## src/rtl/sine_pwm_dac.sv

```systemverilog
// rtl/sine_pwm_dac.sv - frame-based PWM DAC with a one-entry sample buffer
// Duty changes only at frame boundaries; a missing sample repeats the last duty.
module sine_pwm_dac #(
  parameter int PERIOD = 2000,
  parameter int DW     = 16
) (
  input  logic          i_clk,
  input  logic          i_rst,
  input  logic          i_en,
  input  logic [DW-1:0] i_sample_in,
  input  logic          i_sample_valid,
  output logic          o_sample_ready,
  output logic          o_pwm_out,
  output logic          o_frame_start,
  output logic          o_underrun,
  output logic [7:0]    o_underrun_cnt
);
  localparam int            CW        = $clog2(PERIOD + 1);
  localparam logic [CW-1:0] C_LAST    = CW'(PERIOD - 1);
  localparam logic [CW-1:0] C_FULL    = CW'(PERIOD);
  localparam logic [DW-1:0] C_FULL_DW = DW'(PERIOD);

  logic [CW-1:0] r_cnt;
  logic [CW-1:0] r_duty;
  logic [CW-1:0] r_buf;
  logic          r_buf_full;
  logic          r_underrun;
  logic [7:0]    r_underrun_cnt;

  logic          w_load;
  logic          w_xfer;
  logic [CW-1:0] w_clamped;

  // Idle holds cnt at the last slot, so the first enabled cycle is already a load.
  assign w_load         = i_en && (r_cnt == C_LAST);
  assign o_sample_ready = !r_buf_full || w_load;
  assign w_xfer         = i_sample_valid && o_sample_ready;
  assign w_clamped      = (i_sample_in > C_FULL_DW) ? C_FULL : i_sample_in[CW-1:0];

  always_ff @(posedge i_clk) begin
    if (i_rst) begin
      r_cnt          <= C_LAST;
      r_duty         <= '0;
      r_buf          <= '0;
      r_buf_full     <= 1'b0;
      r_underrun     <= 1'b0;
      r_underrun_cnt <= '0;
    end else begin
      if (!i_en) begin
        r_cnt <= C_LAST;
      end else if (r_cnt == C_LAST) begin
        r_cnt <= '0;
      end else begin
        r_cnt <= r_cnt + CW'(1);
      end

      r_underrun <= w_load && !r_buf_full;

      if (w_load) begin
        if (r_buf_full) begin
          r_duty <= r_buf;
        end else if (r_underrun_cnt != 8'hFF) begin
          r_underrun_cnt <= r_underrun_cnt + 8'd1;
        end
      end

      // A transfer on a load cycle refills the slot the load just drained.
      if (w_xfer) begin
        r_buf      <= w_clamped;
        r_buf_full <= 1'b1;
      end else if (w_load) begin
        r_buf_full <= 1'b0;
      end
    end
  end

  assign o_pwm_out      = i_en && (r_cnt < r_duty);
  assign o_frame_start  = i_en && (r_cnt == '0);
  assign o_underrun     = r_underrun;
  assign o_underrun_cnt = r_underrun_cnt;

endmodule

```

## config.mk

```make
export PLATFORM = sky130hd
export DESIGN_NAME = sine_pwm_dac
export DESIGN_NICKNAME = d
export VERILOG_FILES = /design/src/rtl/sine_pwm_dac.sv
export SDC_FILE = /design/constraint.sdc
export NUM_CORES = 1
export LEC_CHECK = 0
export BUFFER_PORTS_ARGS = -buffer_cell sky130_fd_sc_hd__buf_2
export CORE_ASPECT_RATIO = 0.7
export CORE_MARGIN = 1.5
export CORE_UTILIZATION = 53
export DETAILED_ROUTE_END_ITERATION = 10
export PLACE_DENSITY = 0.75
export RECOVER_POWER = 25
export SYNTH_ARGS = -nofsm -noshare
export SYNTH_HDL_FRONTEND = slang
export SYNTH_SLANG_ARGS = --single-unit
export TNS_END_PERCENT = 30
```

## constraint.sdc

```tcl
create_clock -name i_clk -period 2.9 [get_ports i_clk]
set_clock_uncertainty 0.2 [all_clocks]
set_input_delay 0.29 -clock i_clk [delete_from_list [all_inputs] [get_ports i_clk]]
set_output_delay 0.29 -clock i_clk [all_outputs]
set_load 0.03 [all_outputs]
```

==> flow_summary.json <==
{
  "status": "finished, violations left",
  "violations": "capacitance limit, slew limit",
  "drv_slew": 39,
  "p_comb_share_pct": 20.8,
  "drtAntennaViolNets": 0,
  "critical_path_class": "reg -> out",
  "max-slew-margin-rel_pct": -2.748,
  "grt_max_degree": 39,
  "place_hpwl_um": 3153,
  "numCtsBuffers": 5,
  "synth_enable_flop_cells": 0,
  "totalNegativeSetupSlack_ns": 0,
  "worstPathRequired_ns": 2.41,
  "yosysSeqAreaShare_pct": 40.86,
  "postCtsSetupRepairBufs": 0,
  "routedWlPerCell_um": 13.06,
  "root_buffer": "clkbuf_8",
  "fin_crit_sh_pct": 94.38,
  "cts-resized-gates": 0,
  "ys_warn_count": 0,
  "cts_buffer_depth": 2,
  "p_total_mw": 1.294,
  "intPower_mw": 0.9073,
  "rows": 18,
  "ys_seq_elements": 43,
  "timing.rr.start": "r_cnt[0]",
  "synth_area_leaders": "dfxtp_1 (41%), ha_1 (7.7%), mux2i_1 (5.2%), nor2_1 (5.0%), inv_1 (3.6%)",
  "path_max_fanout": 7,
  "r2r_end": "o_underrun_cnt[5]",
  "htreeDepth": 2,
  "final-setup-viol-count": 0,
  "clock-sinks": 43,
  "multi_input_area_um2": 1130,
  "cp-start-kind": "flop",
  "totalWireLength_um": 4230,
  "p_per_area_nw_per_um2": 541.6,
  "max_cap_viol_count": 1,
  "antenna_cells": 0,
  "grt_overflow": 0,
  "layout_common_cells": "dfxtp_1 (43), nor2_1 (28), buf_2 (21)",
  "async_flop_share_pct": 0,
  "yosysTopAreaCellShare_pct": 40.86,
  "num_vias": 1826,
  "min_path_type": "in -> reg",
  "swShare_pct": 29.91,
  "synth_cells": 239,
  "endpoint": "o_sample_ready",
  "antenna_found_initial": 0,
  "r2r.worst_path.cells": 7,
  "fmax_mhz": 365.4,
  "rsz0062_at_grt": "false",
  "cts_tree": "yes",
  "cp-startpoint": "r_cnt[0]",
  "final_common_cell": "dfxtp_1",
  "ys.flop_type": "dfxtp_1",
  "die_w_um": 78.36,
  "drt_iter0_drc": 147,
  "avgSynthCellArea_um2": 8.816,
  "period_needed_ns": 2.737,
  "holdPathStages": 3,
  "p_clk_share_pct": 27.8,
  "place.port_buffers": 31,
  "area_growth_pct": 13.42,
  "critPathMaxStageDelay_ns": 0.52,
  "nNetsFinal": 306,
  "fill_cells": 312,
  "power_frac_seq_pct": 51.4,
  "clkSlewWorstSetupHoldPaths_ns": 0.08,
  "worstSetupEndpointType": "output port",
  "drive_gt1_share_pct": 13.87,
  "worst_slew_pin_slew_ns": 1.541,
  "path_cells": "ha_1 > nand3_1 > or3_1 > o21ai_0 > buf_2",
  "via_per_inst": 5.636,
  "timing.final.ws_setup_ns": 0.1631,
  "vdd_drop_max_uv": 293.7,
  "first_pass_iters": 4,
  "grt_pass1_wl_um": 7348,
  "synth.cell_area_um2": 2107,
  "die_y_um": 55.76,
  "place.gp.congestion": 0.9364,
  "holdBufCountCts": 0,
  "clk_latency_ns": 0.29,
  "p_sw_mw": 0.3872,
  "core_um2": 3671,
  "place_ws_ns": 0.4984,
  "synth_cell_types": 40,
  "drc": 0,
  "io_pins": 32,
  "hold_viol": 0,
  "die-area_um2": 4369,
  "seq_area_um2": 860.8,
  "slowest_stage": "or3_1",
  "stdcell_count": 324,
  "initial_core_util_pct": 57.40,
  "placed_cells": 316,
  "p_leak_nw": 0.9612,
  "synth_area_leader_cell": "dfxtp_1",
  "critPathArrivalTime_ns": 2.25,
  "r2r_setup_slack_ns": 0.52,
  "synth_nets": 272,
  "grt_pass1_vias": 1610,
  "grt_util_all_layers_pct": 21.09
}
-- cells in the mapped netlist, types with 2 or more instances --
cell type,n
inv_1,20
clkbuf_1,8
nor2b_1,3
nand2_1,9
o21ai_0,11
and3_1,2
nor3_1,7
nand3_1,11
nand2b_1,8
ha_1,13
nor2_1,28
or3_1,3
xor2_1,6
a21o_1,2
o32ai_1,5
a21oi_1,12
and4_1,2
xnor2_1,4
nand4_1,7
o22ai_1,6
dfxtp_1,43
mux2i_1,11
-- cell type report --
cell class	instances	share of cell area, %
well taps	50	2.618
flip-flops and latches	43	36.02
inverters	20	3.141
clock inverters	1	0.2094
repair buffers	36	7.539
clock buffers	7	3.194
multi-input cells	167	47.28
-- worst max-delay path, delay by kind of cell, from the launching register on --
| kind | cells | cell delay, ns |
|---|---|---|
| DFF | 1 | 0.42 |
| buffers and inverters | 1 | 0.24 |
| AOI/OAI and AO/OA | 1 | 0.23 |
| and+or+nand+nor | 2 | 0.83 |
| adders and majority gates | 1 | 0.24 |
-- routing by layer --
layer	global-route usage, %	wire length (µm)
met5	0	0
met2	30.81	1805
met4	6.122	49
met3	5.902	274
met1	30.28	2100
-- cell families (layout without fill, tap and decap cells) --
group	count (synthesis)	count (layout)	share of synthesized area [%]
AO/OA/AOI/OAI	43	43	13.12
XOR/XNOR	10	10	4.157
adder cells (fa/ha/maj)	13	13	7.720
buffers and inverters	29	64	5.522
flip-flops	43	43	40.86
multiplexers	11	11	5.226
AND/OR/NAND/NOR	90	90	23.40
-- worst min path at each step --
stage | from | slack [ns] | endpoint
3_3_place_gp | o_underrun_cnt[1] | 0.28 | o_underrun_cnt[1]
3_5_place_dp | o_underrun_cnt[1] | 0.28 | o_underrun_cnt[1]
6_report | i_sample_in[7] | 0.05 | r_buf[7]
5_1_grt | i_sample_in[6] | 0.06 | r_buf[6]
2_1_floorplan | i_sample_in[10] | 0.23 | r_buf[10]
4_1_cts | i_sample_in[7] | 0.04 | r_buf[7]
-- power by group through the flow --
stage / clock [mW] / sequential, mW / combinational, mW
2_1_floorplan: 0 / 0.670 / 0.190
3_3_place_gp: 0 / 0.679 / 0.264
3_5_place_dp: 0 / 0.678 / 0.265
4_1_cts: 0.372 / 0.664 / 0.267
5_1_grt: 0.394 / 0.671 / 0.298
6_report: 0.360 / 0.665 / 0.269
-- state kept, by name, indices dropped and copies added, names as in the netlist --
| signal | flops |
|---|---|
| r_buf | 11 |
| r_cnt | 11 |
| r_duty | 11 |
| o_underrun_cnt | 8 |
| o_underrun | 1 |
| r_buf_full | 1 |
-- stage by stage --
stage / area (µm²) / util [%] / hold slack, ns
CTS: 2402 / 65.44 / 0.03891
finish: 2390 / 65.10 / 0.04778
global placement: 2321 / 63.22 / 0.2754
floorplan: 2107 / - / 0.2330
detailed placement: 2321 / 63.22 / 0.2756
global route: 2390 / 65.10 / 0.05522
Power figures use the tool's default switching activity.
